--- src/rtl/histogram_accumulator.sv ---
// rtl/histogram_accumulator.sv - per-bin saturating histogram with RMW pipeline, host read and clear
// Optional feature macro: HIST_OVERFLOW_FLAG_EN (sticky bin-saturation flag on ovf).
module histogram_accumulator #(
  parameter int ADDR_W = 8,
  parameter int CNT_W  = 16
) (
  input  logic              clk,
  input  logic              rst,
  input  logic [ADDR_W-1:0] Addr,
  input  logic              Memory_add,
  input  logic              rd_req,
  input  logic [ADDR_W-1:0] rd_addr,
  output logic [CNT_W-1:0]  rd_data,
  output logic              rd_valid,
  input  logic              clr_start,
  output logic              busy,
  output logic [15:0]       drop_cnt,
  output logic              ovf
);

  localparam int DEPTH = 1 << ADDR_W;

  typedef enum logic [1:0] {ST_IDLE, ST_DRAIN, ST_CLEAR} state_t;

  state_t              state_q, state_d;
  logic                ms1_q, ms2_q, ms3_q;
  logic                edge_det, ev_accept, ev_drop;
  logic [ADDR_W-1:0]   ev_addr_q;
  logic                s1_vld_q, s2_vld_q;
  logic [ADDR_W-1:0]   s2_addr_q;
  logic [CNT_W-1:0]    s2_data_q;
  logic [CNT_W-1:0]    s1_base, s1_sum;
  logic                rd_accept, rd_issue, pend_q, rd_iss_q;
  logic [ADDR_W-1:0]   pend_addr_q, host_addr;
  logic [CNT_W-1:0]    rd_data_q;
  logic                rd_valid_q;
  logic [15:0]         drop_q;
  logic [ADDR_W-1:0]   clr_addr_q;
  logic                clr_we, clr_last, pipe_empty;
  logic                ram_we;
  logic [ADDR_W-1:0]   ram_waddr, ram_raddr;
  logic [CNT_W-1:0]    ram_wdata, ram_rdata_q;
  logic [CNT_W-1:0]    mem_q [0:DEPTH-1];

  // The strobe is asynchronous; an event is its synchronised rising edge.
  assign edge_det  = ms2_q & ~ms3_q;
  assign ev_accept = edge_det && (state_q == ST_IDLE);
  assign ev_drop   = edge_det && (state_q != ST_IDLE);

  // Host reads: one-deep pending slot; the event read (S0) always wins the read port.
  assign rd_accept = rd_req && (state_q == ST_IDLE) && !clr_start && !pend_q;
  assign rd_issue  = !ev_accept && (pend_q || rd_accept);
  assign host_addr = pend_q ? pend_addr_q : rd_addr;

  // S0 is the edge cycle itself: Addr is stable there, so it addresses the RAM directly.
  assign ram_raddr = ev_accept ? Addr : host_addr;
  assign ram_we    = s2_vld_q || clr_we;
  assign ram_waddr = clr_we ? clr_addr_q : s2_addr_q;
  assign ram_wdata = clr_we ? '0 : s2_data_q;

  // S1: the read done in S0 missed a write S2 is doing now to the same bin; take it instead.
  assign s1_base = (s2_vld_q && (s2_addr_q == ev_addr_q)) ? s2_data_q : ram_rdata_q;
  assign s1_sum  = (s1_base == {CNT_W{1'b1}}) ? s1_base : s1_base + CNT_W'(1);

  assign pipe_empty = !s1_vld_q && !s2_vld_q && !ev_accept;

  // 2-FF synchroniser plus one delayed copy for edge detection
  always_ff @(posedge clk or posedge rst) begin
    if (rst) begin
      ms1_q <= 1'b0;
      ms2_q <= 1'b0;
      ms3_q <= 1'b0;
    end else begin
      ms1_q <= Memory_add;
      ms2_q <= ms1_q;
      ms3_q <= ms2_q;
    end
  end

  // RMW pipeline registers: S1 holds the captured bin, S2 holds the value to write
  always_ff @(posedge clk or posedge rst) begin
    if (rst) begin
      ev_addr_q <= '0;
      s1_vld_q  <= 1'b0;
      s2_vld_q  <= 1'b0;
      s2_addr_q <= '0;
      s2_data_q <= '0;
    end else begin
      if (edge_det) ev_addr_q <= Addr;
      s1_vld_q  <= ev_accept;
      s2_vld_q  <= s1_vld_q;
      s2_addr_q <= ev_addr_q;
      s2_data_q <= s1_sum;
    end
  end

  // Histogram RAM: one write and one read per cycle; a same-cycle write to the read bin is forwarded
  always_ff @(posedge clk) begin
    if (ram_we) mem_q[ram_waddr] <= ram_wdata;
    ram_rdata_q <= (ram_we && (ram_waddr == ram_raddr)) ? ram_wdata : mem_q[ram_raddr];
  end

  // Host read path: pending slot, issue marker, then registered result two cycles after issue
  always_ff @(posedge clk or posedge rst) begin
    if (rst) begin
      pend_q      <= 1'b0;
      pend_addr_q <= '0;
      rd_iss_q    <= 1'b0;
      rd_valid_q  <= 1'b0;
      rd_data_q   <= '0;
    end else begin
      if (rd_issue && pend_q) begin
        pend_q <= 1'b0;
      end else if (rd_accept && ev_accept) begin
        pend_q      <= 1'b1;
        pend_addr_q <= rd_addr;
      end
      rd_iss_q   <= rd_issue;
      rd_valid_q <= rd_iss_q;
      if (rd_iss_q) rd_data_q <= ram_rdata_q;
    end
  end

  assign rd_data  = rd_data_q;
  assign rd_valid = rd_valid_q;

  // Count events lost while busy, saturating
  always_ff @(posedge clk or posedge rst) begin
    if (rst) begin
      drop_q <= '0;
    end else if (ev_drop && (drop_q != 16'hFFFF)) begin
      drop_q <= drop_q + 16'd1;
    end
  end

  assign drop_cnt = drop_q;

  // Clear FSM state register
  always_ff @(posedge clk or posedge rst) begin
    if (rst) state_q <= ST_IDLE;
    else     state_q <= state_d;
  end

  // Clear FSM next state: drain in-flight increments before wiping
  always_comb begin
    state_d = state_q;
    case (state_q)
      ST_IDLE:  if (clr_start) state_d = pipe_empty ? ST_CLEAR : ST_DRAIN;
      ST_DRAIN: if (!s1_vld_q && !s2_vld_q) state_d = ST_CLEAR;
      ST_CLEAR: if (clr_addr_q == {ADDR_W{1'b1}}) state_d = ST_IDLE;
      default:  state_d = ST_IDLE;
    endcase
  end

  // Clear FSM outputs
  always_comb begin
    busy     = (state_q != ST_IDLE);
    clr_we   = (state_q == ST_CLEAR);
    clr_last = (state_q == ST_CLEAR) && (clr_addr_q == {ADDR_W{1'b1}});
  end

  // Wipe address walks every bin once per clear
  always_ff @(posedge clk or posedge rst) begin
    if (rst)                     clr_addr_q <= '0;
    else if (state_q != ST_CLEAR) clr_addr_q <= '0;
    else                         clr_addr_q <= clr_addr_q + ADDR_W'(1);
  end

`ifdef HIST_OVERFLOW_FLAG_EN
  logic ovf_q;

  // Sticky flag: set when any bin reaches full scale, dropped when a clear completes
  always_ff @(posedge clk or posedge rst) begin
    if (rst)                                         ovf_q <= 1'b0;
    else if (clr_last)                               ovf_q <= 1'b0;
    else if (s1_vld_q && (s1_sum == {CNT_W{1'b1}})) ovf_q <= 1'b1;
  end

  assign ovf = ovf_q;
`else
  assign ovf = 1'b0;
`endif

endmodule

--- config.mk ---
export PLATFORM = sky130hd
export DESIGN_NAME = histogram_accumulator
export DESIGN_NICKNAME = d
export VERILOG_FILES = /design/src/rtl/histogram_accumulator.sv
export SDC_FILE = /design/constraint.sdc
export NUM_CORES = 2
export LEC_CHECK = 0
export ABC_AREA = 0
export ABC_CLOCK_PERIOD_IN_PS = 12700
export BUFFER_PORTS_ARGS = -buffer_cell sky130_fd_sc_hd__buf_2
export CAP_MARGIN = 20
export CORE_UTILIZATION = 25
export DETAILED_ROUTE_END_ITERATION = 8
export SYNTH_ARGS = -nofsm -noshare
export SYNTH_HDL_FRONTEND = slang
export SYNTH_SLANG_ARGS = --single-unit
--- constraint.sdc ---
create_clock -name clk -period 12.7 [get_ports clk]
set_input_delay 0 -clock clk [delete_from_list [all_inputs] [get_ports clk]]
set_output_delay 0 -clock clk [all_outputs]
set_load 0.005 [all_outputs]
==> summary by stage <==
Finish
Relative to the synthesized area, the layout overhead comes to 15.0%. The share of layout cells above drive strength 1 is between 20 and 25%. The summed area of non-filler cells in the final layout is approximately 190000 sq um.

The number of standard cells in the final layout excluding fillers is 17800. The net count reported at finish is 8806.

Global route
The number of antenna violations at the first check in global routing came to 28. The number of global-route vias before repair is 83000. The sum of overflow across all layers after global routing is 0. Entering global routing, the biggest net connects around 190 pins.

The global-route usage over all layers is 14.0%. The wire length of the first global-routing pass is about 670000 um.

CTS
The clock edge transition at the registers on the reported setup and hold paths is about 0.070 ns. The clock reaches the later pin of the worst-skew pair after 1.04 ns. The clock net in this run drives a total of 4194 sinks. TritonCTS created 411 clock buffers.

The cell sitting at the root of the clock tree is a clkbuf_16. The worst-case clock buffer depth is 4. The clock tree from TritonCTS is yes. In this run, post-CTS hold repair placed 46 buffers. The CTS H-tree depth is 5. Once the clock tree was built, the resizer swapped 0 gates to a different size. The buffers inserted during post-CTS setup optimization is 0.

Synth
Summing every instance area after synthesis gives 165000 sq um. The adder-cell share of the synthesized area is less than 1%. The number of flops mapped to enable cells by yosys is 4096. After synthesis, the largest family of logic cells by area is multiplexers. The simple-gate share of the synthesized area is 2.68%. In the post-synthesis netlist, the cell with the most instances is edfxtp_1. The flip-flop cell with the highest count after synthesis is edfxtp_1. The distinct cell type count after synthesis is 97. Yosys attributes the largest share of cell area to edfxtp_1 (75%), mux4_2 (7.3%), mux2i_1 (6.3%). The multiplexer area fraction after synthesis is 14.1%. By count the netlist is led by edfxtp_1 (4096), mux2i_1 (1034), mux4_2 (531). Synthesis produced a netlist with a net count of roughly 8300. For this run, the number of Yosys warnings is 0. Synthesis inferred 4194 register bits.

After synthesis, the mean cell area works out to between 15 and 20 sq um. The XOR/XNOR share of the synthesized area is 0.202%. Summing the areas of all compound-gate instances in the mapped netlist gives 4.29% of the synthesized area. The post-synthesis cell type with the largest combined area is edfxtp_1.

The sequential-to-total area share from yosys stat is between 70% and 80%. Counting flops with an async set or reset pin after synthesis yields a share of 2.15%. Summed over its instances, the top area cell type makes up 74.7% of the synthesized netlist area. Synthesis handed over a netlist of between 8000 and 9000 instances.

Critical path
The maximum fanout along the worst path is 90. The worst setup path is captured at a flip-flop. The arrival time at the worst endpoint is 7.54 ns. The setup path with the least slack is of type reg -> reg. The number of cells on the worst reg-to-reg path is 13. The worst setup path is launched from a flip-flop.

The data required time of the critical path is between 10 and 15 ns.

STA
The post-route setup TNS is 0 ns. The share of the clock period used by the worst path is 52.2%. The maximum clock frequency is 151 MHz.

The actual slew at the worst max-slew pin is 1.24 ns. In this run the tightest slew margin relative to its limit is between 15 and 20%. The post-layout minimum cycle time is 6.63 ns. The worst setup skew after layout is 0.108 ns.

Setup repair after global routing left no endpoint under its margin. The final count of negative-setup-slack endpoints is 0. The final hold violation count is 0. The post-route worst setup slack is between 6 and 7 ns.

The number of slew-limit violations in the final report came to 0.

Detailed routing
The DRC marker count from the first detailed-route iteration is 11800. The count of nets left with antenna violations once routing finished came out at 0. For this run, the detailed router's first-pass iteration total came to 6.

The via density per instance is 4.83. The number of remaining DRC errors is 0. For this block, the routed nets add up to 484000 um of wire. After detailed routing, the average wire length per cell comes to 27.2 um. Detailed routing inserted a total of about 86000 vias.

Floorplan
Row generation in the floorplan step produced 297 rows. The height of the die is 814 um. In this run the standard cell core region covers 655000 sq um.

The die footprint is 662000 sq um. The initial utilization of the core area, before any placement, comes to between 20% and 30%. Pin placement for this block handled 56 I/O pins.

The die is about 810 um wide.

Flow run
The max capacitance violation total is 0.

Hold path
In this run the worst hold path is classified as in -> reg. The worst hold path was traced through 5 stages. The startpoint identified for the worst hold timing path is rd_addr[0].

Place
In this run, placement finished with an instance count of about 17000. The standard cell area after detailed placement is 176000 sq um. The post-detailed-placement half-perimeter wirelength is 290000 um. The count of buffers from port buffering is 54. At the end of routability-driven placement, the weighted congestion stood at 0.908. The post-placement setup slack is 6.15 ns.

Power
The largest voltage drop on the vdd net is 180 uV. The leakage dissipation is just over 60 nW. Power spread over the standard cell area amounts to 193 nW/um^2.

Run status
The flow ran to the end, and the final reports show no timing, DRC or antenna violations.
==> critical path: stages, from the launching register on <==
cell      delay, ns
dfxtp_4        0.70
buf_4          0.61
buf_12         0.60
buf_4          0.66
mux4_2         0.60
a22oi_1        0.23
nand3_1        0.43
o311ai_1       0.96
nor3_1         0.24
mux2i_1        0.41
nor3_4         0.13
and2_1         0.28
nand4_2        0.12
mux2_4         0.30
==> per-stage QoR <==
stage               util [%]  total power [W]  hold slack, ns
finish                  28.9           0.0366          0.0895
global route            28.9           0.0375          0.0771
CTS                     28.9           0.0366         0.00984
global placement        26.8           0.0248          0.0704
floorplan                  -           0.0222          0.0314
detailed placement      26.8           0.0249          0.0747
==> per-layer routing <==
layer | up-vias | part of all wire [%] | track usage, %
li1 | 35100 | - | -
met1 | 45600 | 40 | 18.9
met2 | 4507 | 46 | 21.9
met3 | 772 | 10 | 3.60
met4 | 8 | 3.9 | 4.97
met5 | - | 0.010 | 0
==> layout make-up <==
| type | instances | area [sq um] |
|---|---|---|
| diodes | 11 | 27.5 |
| clock buffers | 528 | 10800 |
| clock inverters | 220 | 2100 |
| fillers | 63800 | 466000 |
| inverters | 18 | 70.1 |
| multi-input cells | 3596 | 35600 |
| flip-flops and latches | 4194 | 125000 |
| well taps | 8671 | 10800 |
| repair buffers | 561 | 4460 |
==> power by group <==
group | switching, W | internal [W] | leakage, nW
Sequential | 0.000209 | 0.0174 | 38.6
Clock | 0.00531 | 0.00656 | 6.26
Combinational | 0.00536 | 0.00172 | 15.9
Total | 0.0109 | 0.0257 | 60.8
==> state kept, by name (all words and copies together), names as in the netlist, 2 cells and up, named ones only <==
name         cells
drop_cnt        16
state_q          2
clr_addr_q       8
pend_addr_q      8
s2_data_q       16
s2_addr_q        8
mem_q         4096
rd_data         16
ev_addr_q        8
==> kinds of logic after synthesis <==
family | after synthesis
flip-flops | 4194
multiplexers | 1628
AO/OA/AOI/OAI | 1014
AND/OR/NAND/NOR | 912
buffers and inverters | 492
XOR/XNOR | 38
adder cells (fa/ha/maj) | 3
other | 1
==> worst paths after layout <==
kind | end | slack, ns
min | flip-flop | 0.09
max | s2_data_q[14] | 6.07
min in group asynchronous | rd_valid | 0.16
max in group asynchronous | clr_addr_q[4] | 11.41
max reg2reg | s2_data_q[14] | 6.07
min reg2reg | ms2_q | 0.37
==> cells in the final DEF (no fill, tap or decap), types with 17 or more instances in the layout <==
cell | synthesis | routed
mux4_2 | 531 | 531
clkbuf_1 | 150 | 111
dfrtp_1 | 90 | 90
nand2_2 | 0 | 17
nand4_1 | 30 | 30
mux2i_1 | 1034 | 1034
o211ai_1 | 23 | 23
clkinv_2 | 0 | 73
a31oi_1 | 21 | 21
nor4_1 | 47 | 37
o21ai_0 | 39 | 37
o22ai_1 | 51 | 51
a22oi_1 | 502 | 502
clkinv_1 | 2 | 80
nand3b_1 | 20 | 20
xnor2_1 | 23 | 23
a21oi_1 | 226 | 226
bufinv_16 | 0 | 26
nand2b_1 | 21 | 20
buf_2 | 59 | 54
clkbuf_16 | 0 | 412
nor2b_1 | 33 | 18
nor3_1 | 18 | 17
a221oi_1 | 36 | 36
and2_4 | 0 | 17
buf_4 | 42 | 437
dlygate4sd3_1 | 0 | 46
nand2_1 | 231 | 214
nand3_1 | 96 | 96
edfxtp_1 | 4096 | 4096
nor2_1 | 320 | 256
mux2_2 | 46 | 46
nor2_2 | 4 | 53
Note: power is estimated with default switching activity, not from simulation.
